--- src/rtl/trakball_pkg.sv ---
// Shared types and constants for the trackball emulator: step FSM states,
// pending-accumulator geometry and its saturation helper.
package trakball_pkg;

    localparam int ACC_W   = 10;
    localparam int ACC_MAX = 511;

    typedef enum logic [1:0] {
        ST_IDLE   = 2'd0,
        ST_STEP_H = 2'd1,
        ST_STEP_V = 2'd2
    } step_state_e;

    localparam logic signed [ACC_W+1:0] SAT_HI = (ACC_W+2)'(ACC_MAX);
    localparam logic signed [ACC_W+1:0] SAT_LO = (ACC_W+2)'(-ACC_MAX);

    // Clamp a widened accumulator sum back into the symmetric +/-ACC_MAX range.
    function automatic logic signed [ACC_W-1:0] sat_acc(input logic signed [ACC_W+1:0] v);
        if (v > SAT_HI) begin
            return SAT_HI[ACC_W-1:0];
        end else if (v < SAT_LO) begin
            return SAT_LO[ACC_W-1:0];
        end
        return v[ACC_W-1:0];
    endfunction

endpackage

--- src/rtl/trakball_emu_axis.sv ---
// One trackball axis: pending accumulator fed by mouse deltas and joystick
// injection, drained one step at a time into a wrapping 4-bit count.
module trak_axis
    import trakball_pkg::*;
#(
    parameter int JOY_DIV     = 4,
    parameter int MOUSE_SHIFT = 1
) (
    input  logic       clk,
    input  logic       reset_n,
    input  logic       tick_i,
    input  logic       pause_i,
    input  logic       accept_i,
    input  logic [8:0] delta_i,
    input  logic       joy_pos_i,
    input  logic       joy_neg_i,
    input  logic       step_i,
    output logic [3:0] count_o,
    output logic       dir_o,
    output logic       busy_o
);

    localparam int JW = $clog2(JOY_DIV + 1);
    localparam logic signed [ACC_W+1:0] ONE     = (ACC_W+2)'(1);
    localparam logic signed [ACC_W+1:0] NEG_ONE = '1;

    logic signed [ACC_W-1:0] acc_q, acc_d;
    logic [JW-1:0]           joy_cnt_q, joy_cnt_d;
    logic [3:0]              count_q, count_d;
    logic                    dir_q, dir_d;

    logic signed [8:0]       delta_sh;
    logic signed [ACC_W+1:0] mouse_add, joy_add, step_add;

    always_comb begin
        delta_sh  = $signed(delta_i) >>> MOUSE_SHIFT;
        mouse_add = accept_i ? (ACC_W+2)'(delta_sh) : '0;

        joy_cnt_d = joy_cnt_q;
        joy_add   = '0;
        if (pause_i) begin
            joy_cnt_d = joy_cnt_q;
        end else if (!(joy_pos_i || joy_neg_i)) begin
            joy_cnt_d = '0;
        end else if (tick_i) begin
            if (joy_cnt_q == JW'(JOY_DIV - 1)) begin
                joy_cnt_d = '0;
                // Opposing directions still consume the period but cancel out.
                if (joy_pos_i && !joy_neg_i) begin
                    joy_add = ONE;
                end else if (joy_neg_i && !joy_pos_i) begin
                    joy_add = NEG_ONE;
                end
            end else begin
                joy_cnt_d = joy_cnt_q + 1'b1;
            end
        end

        count_d  = count_q;
        dir_d    = dir_q;
        step_add = '0;
        if (step_i) begin
            if (acc_q[ACC_W-1]) begin
                count_d  = count_q - 4'd1;
                dir_d    = 1'b1;
                step_add = ONE;
            end else if (acc_q != '0) begin
                count_d  = count_q + 4'd1;
                dir_d    = 1'b0;
                step_add = NEG_ONE;
            end
        end

        acc_d = sat_acc((ACC_W+2)'(acc_q) + mouse_add + joy_add + step_add);
    end

    always_ff @(posedge clk or negedge reset_n) begin
        if (!reset_n) begin
            acc_q     <= '0;
            joy_cnt_q <= '0;
            count_q   <= '0;
            dir_q     <= 1'b0;
        end else begin
            acc_q     <= acc_d;
            joy_cnt_q <= joy_cnt_d;
            count_q   <= count_d;
            dir_q     <= dir_d;
        end
    end

    assign count_o = count_q;
    assign dir_o   = dir_q;
    assign busy_o  = (acc_q != '0);

endmodule

--- src/rtl/trakball_emu.sv ---
// Trackball emulator: converts mouse packets and joystick holds into the
// quadrature-style count/direction pair expected by the arcade core.
module trakball_emu
    import trakball_pkg::*;
#(
    parameter int CLK_DIV     = 1200,
    parameter int JOY_DIV     = 4,
    parameter int MOUSE_SHIFT = 1
) (
    input  logic       clk_12mhz,
    input  logic       reset_n,
    input  logic [3:0] joystick_i,
    input  logic [8:0] mouse_dx_i,
    input  logic [8:0] mouse_dy_i,
    input  logic       mouse_strobe_i,
    input  logic       pause_i,
    output logic [7:0] trakball_o,
    output logic [1:0] trak_dir_o,
    output logic       busy_o
);

    localparam int PW = $clog2(CLK_DIV + 1);

    logic [PW-1:0] presc_q, presc_d;
    logic          strobe_q, strobe_d;
    logic          strobe_vld_q, strobe_vld_d;
    step_state_e   state_q, state_d;
    logic          tick, accept;
    logic [3:0]    h_count, v_count;
    logic          h_dir, v_dir, h_busy, v_busy;

    always_comb begin
        presc_d = presc_q;
        tick    = 1'b0;
        if (!pause_i) begin
            if (presc_q == PW'(CLK_DIV - 1)) begin
                presc_d = '0;
                tick    = 1'b1;
            end else begin
                presc_d = presc_q + 1'b1;
            end
        end

        // The copy keeps tracking while paused so a release never replays a stale toggle.
        strobe_d     = mouse_strobe_i;
        strobe_vld_d = 1'b1;
        accept       = strobe_vld_q && (mouse_strobe_i != strobe_q) && !pause_i;

        state_d = state_q;
        case (state_q)
            ST_IDLE:   if (tick) state_d = ST_STEP_H;
            ST_STEP_H: state_d = ST_STEP_V;
            ST_STEP_V: state_d = ST_IDLE;
            default:   state_d = ST_IDLE;
        endcase
    end

    always_ff @(posedge clk_12mhz or negedge reset_n) begin
        if (!reset_n) begin
            presc_q      <= '0;
            strobe_q     <= 1'b0;
            strobe_vld_q <= 1'b0;
            state_q      <= ST_IDLE;
        end else begin
            presc_q      <= presc_d;
            strobe_q     <= strobe_d;
            strobe_vld_q <= strobe_vld_d;
            state_q      <= state_d;
        end
    end

    trak_axis #(.JOY_DIV(JOY_DIV), .MOUSE_SHIFT(MOUSE_SHIFT)) u_axis_h (
        .clk       (clk_12mhz),
        .reset_n   (reset_n),
        .tick_i    (tick),
        .pause_i   (pause_i),
        .accept_i  (accept),
        .delta_i   (mouse_dx_i),
        .joy_pos_i (!joystick_i[3]),
        .joy_neg_i (!joystick_i[2]),
        .step_i    (state_q == ST_STEP_H),
        .count_o   (h_count),
        .dir_o     (h_dir),
        .busy_o    (h_busy)
    );

    trak_axis #(.JOY_DIV(JOY_DIV), .MOUSE_SHIFT(MOUSE_SHIFT)) u_axis_v (
        .clk       (clk_12mhz),
        .reset_n   (reset_n),
        .tick_i    (tick),
        .pause_i   (pause_i),
        .accept_i  (accept),
        .delta_i   (mouse_dy_i),
        .joy_pos_i (!joystick_i[1]),
        .joy_neg_i (!joystick_i[0]),
        .step_i    (state_q == ST_STEP_V),
        .count_o   (v_count),
        .dir_o     (v_dir),
        .busy_o    (v_busy)
    );

    assign trakball_o = {v_count, h_count};
    assign trak_dir_o = {v_dir, h_dir};
    assign busy_o     = h_busy | v_busy;

endmodule
--- config.mk ---
export PLATFORM = sky130hd
export DESIGN_NAME = trakball_emu
export DESIGN_NICKNAME = d
export VERILOG_FILES = /design/src/rtl/trakball_pkg.sv /design/src/rtl/trakball_emu_axis.sv /design/src/rtl/trakball_emu.sv
export SDC_FILE = /design/constraint.sdc
export NUM_CORES = 1
export LEC_CHECK = 0
export BUFFER_PORTS_ARGS = -buffer_cell sky130_fd_sc_hd__buf_4
export CAP_MARGIN = 20
export CORE_MARGIN = 2
export CORE_UTILIZATION = 35
export CTS_CLUSTER_SIZE = 30
export DETAILED_ROUTE_END_ITERATION = 8
export PLACE_DENSITY = 0.5
export SYNTH_ARGS = -nofsm -noshare
export SYNTH_HDL_FRONTEND = slang
export SYNTH_HIERARCHICAL = 1
export SYNTH_SLANG_ARGS = --single-unit
export TNS_END_PERCENT = 30
--- constraint.sdc ---
create_clock -name clk_12mhz -period 6.6 [get_ports clk_12mhz]
set_clock_uncertainty 0.05 [all_clocks]
set_input_delay 1.32 -clock clk_12mhz [delete_from_list [all_inputs] [get_ports clk_12mhz]]
set_output_delay 1.32 -clock clk_12mhz [all_outputs]
set_load 0.1 [all_outputs]
==> impl_metrics.toml, run 1 <==
[worst_setup_path]
critPathLaunchType = "primary input"
cp.arrival_ns = 5.96
critical_path_required_ns = 6.76
cpPeakStageDelay_ns = 0.54
worstSetupPathType = "primary input to flop"
cpMostUsedCell = "fa_1"
critPathSlowestCell = "fa_1"
worst-path-buf-inv = 4
crit_fanout = 22
critPathTopFamily = "simple AND/OR/NAND/NOR gates"
crit_chain = "buf_4 -> nand2b_1 -> nor4_4 -> nand2b_1 -> nor3_1 -> nand2_1 -> buf_4 -> fa_1 -> fa_1 -> inv_1 -> ha_1 -> inv_1 -> fa_1 -> nor2b_1 -> o2111a_1 -> o21ai_1 -> mux2i_2 -> nor2_1 -> a21o_1 -> a21oi_1"
endpoint_kind = "flop"

[die]
io_pins = 37
die_w_um = 121
dieArea_um2 = 14700
core_area_um2 = 13300
fp-row-count = 42
start_util = 0.361
die_h_um = 121

[power]
leakagePower_nw = 2.65
swShare = 0.437
p_seq_frac = 0.290
intPower_w = 0.000872
vdd_drop_max_mv = 0.133
power.total_w = 0.00155
p_clk_frac = 0.171
power.switching_w = 0.000677
p_comb_frac = 0.538
powerDensity_nw_per_um2 = 286

[clock_tree]
cts_buffer_depth = 2
clockRootBuffer = "clkbuf_16"
clock_latency_ns = 0.29
cts_tree = "done"
cts-buffers-inserted = 5
cts_hold_buf = 0
cts_resized = 0
postCtsSetupBuffers = 0
numClockSinks = 51
h-tree-depth = 2
cts.clk_slew.worst_paths_ns = 0.07

[drt]
post_drt_wl_per_cell_um = 13.2
drt-initial-drc-count = 169
drc_errors = 0
dr_total_vias = 3449
wl_um = 9470
first_pass_iters = 4
via_per_inst = 4.80
ant_nets = 0

[synth]
synth_largest_area_cell = "dfrtp_1"
synthFlopType = "dfrtp_1"
ys_async_sr_fraction = 1.00
synth.area.top_cells = "dfrtp_1, fa_1, ha_1"
syn_avg_cell_area_um2 = 9.52
ys_warn_count = 6
ys_ff_latch = 51
syn_nets = 607
synth_edf_count = 0
synth_cell_type_count = 70
synth.top_cell.area_share = 0.266
syn_inst = 504
ys_seq_area_frac = 0.266
syn_area_um2 = 4800

[global_route]
grt_usage = 0.141
grt_max_degree = 52
grt_pass1_vias = 3544
grt_pass1_wl_um = 16700
overflow = 0
antenna_found_initial = 0

[sta]
setup_violations = 0
slew_headroom = 0.576
hold_viol = 0
post-route-period-util = 0.878
rsz0062_at_grt = "no"
fmax_mhz = 173
min_period_ns = 5.80
worstMarginPinSlew_ns = 0.634
maxSlewViolCount = 0
tns_ns = 0

[finish]
layout-drive-gt1-share = 0.144
area_delta_synth_final_pct = 13.0
layout.cells.non_filler = 718
final_net_count = 644
n_antenna_cell = 0
final_util = 0.408

[place]
dp.cells = 710
dp_hpwl_um = 7820
numPortBuffers = 34
routabilityCongestion = 0.764

[hold_path]
min_path_type = "flop to flop"

[job]
maxCapViolations = 0

[status]
status = "complete, no violations"
[cell usage in the layout (no fill, tap or decap), types with 4 or more instances in the layout]
master      n
nand2b_1    9
o21ai_0    17
buf_4      41
fa_1       44
xnor2_1    13
inv_1      83
dfrtp_1    51
xor2_1     15
a21o_1     11
nand4_1     4
nor3_1      9
a21oi_1    29
clkbuf_16   5
o21a_1      7
and2_1      4
nand3_1     5
ha_1       33
nor2_1     15
o21ai_1    11
nor2b_1     5
nor4_1      5
nand2_1    50
[synth_stat cells, drive strengths merged, types with 6 or more instances]
library cell and n:
buf 6, o21a 7, a21oi 30, nand2b 9, nor3 10, ha 33
nor2b 6, xnor2 16, nor2 16, nor4 7, fa 44, xor2 15
o21ai 30, a21o 11, inv 84, nand2 51, dfrtp 51
[power groups by stage]
stage	registers (W)	logic [W]	clock network, W
final	0.000450	0.000834	0.000265
after floorplan	0.000436	0.000681	0
after detailed placement	0.000458	0.000837	0
after global routing	0.000462	0.000954	0.000286
after CTS	0.000452	0.000843	0.000272
after global placement	0.000458	0.000821	0
[through the flow]
stage                     cell area, um^2  hold slack, ns  setup slack (ns)
after floorplan                      4800           0.399             0.771
after global placement               5270           0.408             0.493
after detailed placement             5270           0.417             0.422
after CTS                            5420           0.428             0.743
after global routing                 5420           0.453             0.374
final                                5420           0.419             0.805
[flip-flops by register name, summed over array words and instances, names as in the netlist]
signal              count
u_axis_v/acc_q         10
u_axis_h/acc_q         10
u_axis_h/joy_cnt_q      3
presc_q                11
strobe_q                1
u_axis_v/joy_cnt_q      3
u_axis_v/count_o        4
u_axis_h/dir_o          1
strobe_vld_q            1
u_axis_h/count_o        4
state_q                 2
u_axis_v/dir_o          1
[path summary, 6_finish.rpt]
kind                            cells past startpoint                                 to  slack [ns]                       startpoint
worst max-delay path                               20        u_axis_h/acc_q[8]$_DFF_PN0_        0.80                          pause_i
worst min-delay path                                1    u_axis_h/count_o[3]$_DFFE_PN0P_        0.42  u_axis_h/count_o[3]$_DFFE_PN0P_
worst max register to register                     19        u_axis_h/acc_q[8]$_DFF_PN0_        1.44           presc_q[6]$_DFFE_PN0N_
worst min register to register                      1    u_axis_h/count_o[3]$_DFFE_PN0P_        0.42  u_axis_h/count_o[3]$_DFFE_PN0P_
max in group asynchronous                           1  u_axis_h/joy_cnt_q[2]$_DFFE_PN0P_        5.07                          reset_n
min in group asynchronous                           1    u_axis_h/count_o[3]$_DFFE_PN0P_        0.99                          reset_n
[area by class of cell]
| type | instances | area (um^2) |
|---|---|---|
| clock buffer | 5 | 125 |
| clock inverter | 3 | 27.5 |
| fill | 1354 | 7870 |
| inverter | 84 | 315 |
| multi-input combinational | 358 | 3150 |
| sequential | 51 | 1280 |
| tap | 176 | 220 |
| timing repair buffer | 41 | 308 |
[kinds of logic (layout without fill, tap and decap cells)]
group,Yosys count,count (layout),share of synthesized area
buffers and inverters,95,133,0.0783
flip-flops,51,51,0.266
XOR/XNOR,31,31,0.0613
AO/OA/AOI/OAI,110,110,0.158
multiplexers,3,3,0.00704
adder cells (fa/ha/maj),77,77,0.270
other,1,1,0.000782
AND/OR/NAND/NOR,136,136,0.159
[layer usage]
layer | wire [um] | vias up | global-route usage
li1 | - | 1755 | -
met4 | 117 | 0 | 0.0291
met2 | 4310 | 46 | 0.230
met3 | 266 | 11 | 0.0193
met1 | 4780 | 1637 | 0.200
met5 | 0 | - | 0
(Power assumes the default switching activity.)
==> run 2: changes to the inputs <==
clock period = 6.2 ns   (was 6.6 ns; I/O delays follow)
==> impl_metrics.toml, run 2 (synthesized netlist as in run 1, its figures left out) <==
[status]
status = "complete, no violations"

[drt]
drc_errors = 0
first_pass_iters = 4
post_drt_wl_per_cell_um = 13.1
drt-initial-drc-count = 135
wl_um = 9440
ant_nets = 0
via_per_inst = 4.81
dr_total_vias = 3459

[die]
dieArea_um2 = 14700
fp-row-count = 42
io_pins = 37
die_h_um = 121
core_area_um2 = 13300
die_w_um = 121
start_util = 0.361

[global_route]
grt_pass1_wl_um = 16000
grt_pass1_vias = 3328
grt_usage = 0.136
antenna_found_initial = 0
grt_max_degree = 52
overflow = 0

[worst_setup_path]
endpoint_kind = "flop"
critical_path_required_ns = 6.29
crit_fanout = 13
worstSetupPathType = "primary input to flop"
critPathLaunchType = "primary input"
cp.arrival_ns = 5.84

[finish]
fillers = 1315
area_delta_synth_final_pct = 13.4
final_cell_mix = "inv_1, dfrtp_1, nand2_1, fa_1, buf_4"
final_util = 0.409
layout-drive-gt1-share = 0.145
reg_top3 = "presc_q x11, u_axis_h/acc_q x10, u_axis_v/acc_q x10"
top_register = "presc_q"
largest_reg_flops = 11
layout.cells.most_common = "inv_1"
fin_area_um2 = 5440
n_antenna_cell = 0
final_net_count = 645

[clock_tree]
clockRootBuffer = "clkbuf_16"
cts_buffer_depth = 2
cts.clk_slew.worst_paths_ns = 0.07
numClockSinks = 51
h-tree-depth = 2
clock_latency_ns = 0.29
cts-buffers-inserted = 5
cts_hold_buf = 0
cts_tree = "done"

[power]
powerDensity_nw_per_um2 = 302
vdd_drop_max_mv = 0.152
swShare = 0.433
p_comb_frac = 0.538
intPower_w = 0.000932
power.total_w = 0.00164
leakagePower_nw = 2.66
power.switching_w = 0.000712
p_seq_frac = 0.291
p_clk_frac = 0.171

[job]
maxCapViolations = 0

[sta]
fmax_mhz = 174
min_period_ns = 5.75
setup_violations = 0
rsz0062_at_grt = "no"
hold_viol = 0
worstMarginPinSlew_ns = 0.646
post-route-period-util = 0.927
slew_headroom = 0.570
maxSlewViolCount = 0
tns_ns = 0

[place]
place_area_um2 = 5280
numPortBuffers = 34
dp_hpwl_um = 7830
routabilityCongestion = 0.780

[hold_path]
min_path_type = "flop to flop"
==> run 2: power groups by stage <==
| stage | clock network, W | registers, W | logic, W |
|---|---|---|---|
| after floorplan | 0 | 0.000464 | 0.000724 |
| after global placement | 0 | 0.000486 | 0.000870 |
| after detailed placement | 0 | 0.000486 | 0.000888 |
| after CTS | 0.000291 | 0.000480 | 0.000890 |
| after global routing | 0.000308 | 0.000490 | 0.00100 |
| final | 0.000281 | 0.000478 | 0.000885 |
==> run 2: metrics by stage <==
stage	hold slack, ns	setup slack (ns)	std cells
after floorplan	0.399	0.451	504
after global placement	0.409	0.125	711
after detailed placement	0.417	0.0644	711
final	0.419	0.454	719
after CTS	0.428	0.381	719
after global routing	0.448	0.0476	719
==> run 2: area by class of cell <==
type / instances / area, um^2 / area share
Clock inverter: 3 / 26.3 / 0.00483
Inverter: 84 / 315 / 0.0580
Timing Repair Buffer: 42 / 315 / 0.0580
Sequential cell: 51 / 1280 / 0.235
Clock buffer: 5 / 125 / 0.0230
Multi-Input combinational cell: 358 / 3160 / 0.581
Tap cell: 176 / 220 / 0.0405
==> run 2: path summary, 6_finish.rpt <==
| path | from | endpoint | slack [ns] | cells after the start |
|---|---|---|---|---|
| worst min register to register | u_axis_h/count_o[3]$_DFFE_PN0P_ | u_axis_h/count_o[3]$_DFFE_PN0P_ | 0.42 | 1 |
| worst max-delay path | pause_i | u_axis_v/acc_q[0]$_DFF_PN0_ | 0.45 | 18 |
| max in group asynchronous | reset_n | u_axis_h/count_o[0]$_DFFE_PN0P_ | 4.74 | 1 |
| worst min-delay path | u_axis_h/count_o[3]$_DFFE_PN0P_ | u_axis_h/count_o[3]$_DFFE_PN0P_ | 0.42 | 1 |
| min in group asynchronous | reset_n | u_axis_h/count_o[3]$_DFFE_PN0P_ | 0.92 | 1 |
| worst max register to register | presc_q[6]$_DFFE_PN0N_ | u_axis_v/acc_q[0]$_DFF_PN0_ | 0.91 | 17 |
==> run 2: timing repair <==
action | 4_1_cts | 5_1_grt
endpoints found under the setup margin | 0 | 1
setup buffers | 0 | 0
gates resized for setup | 0 | 1
==> run 2: worst max-delay path: stages <==
cell and delay (ns):
buf_4 0.11, nand2b_1 0.19, nor4_4 0.44, nand2b_1 0.17
nor3b_1 0.24, nand2_1 0.14, buf_4 0.22, fa_1 0.49
fa_1 0.52, inv_1 0.04, ha_1 0.34, nor2b_4 0.15
o2111ai_1 0.18, o211ai_1 0.24, a221oi_2 0.48, xnor2_4 0.25
nor4b_1 0.31, a41oi_1 0.07
==> run 2: layer usage <==
layer,GRT usage,routed length (um),vias up
li1,-,-,1762
met1,0.202,4760,1669
met2,0.214,4430,24
met3,0.0174,184,4
met4,0.0283,73,0
met5,0,0,-
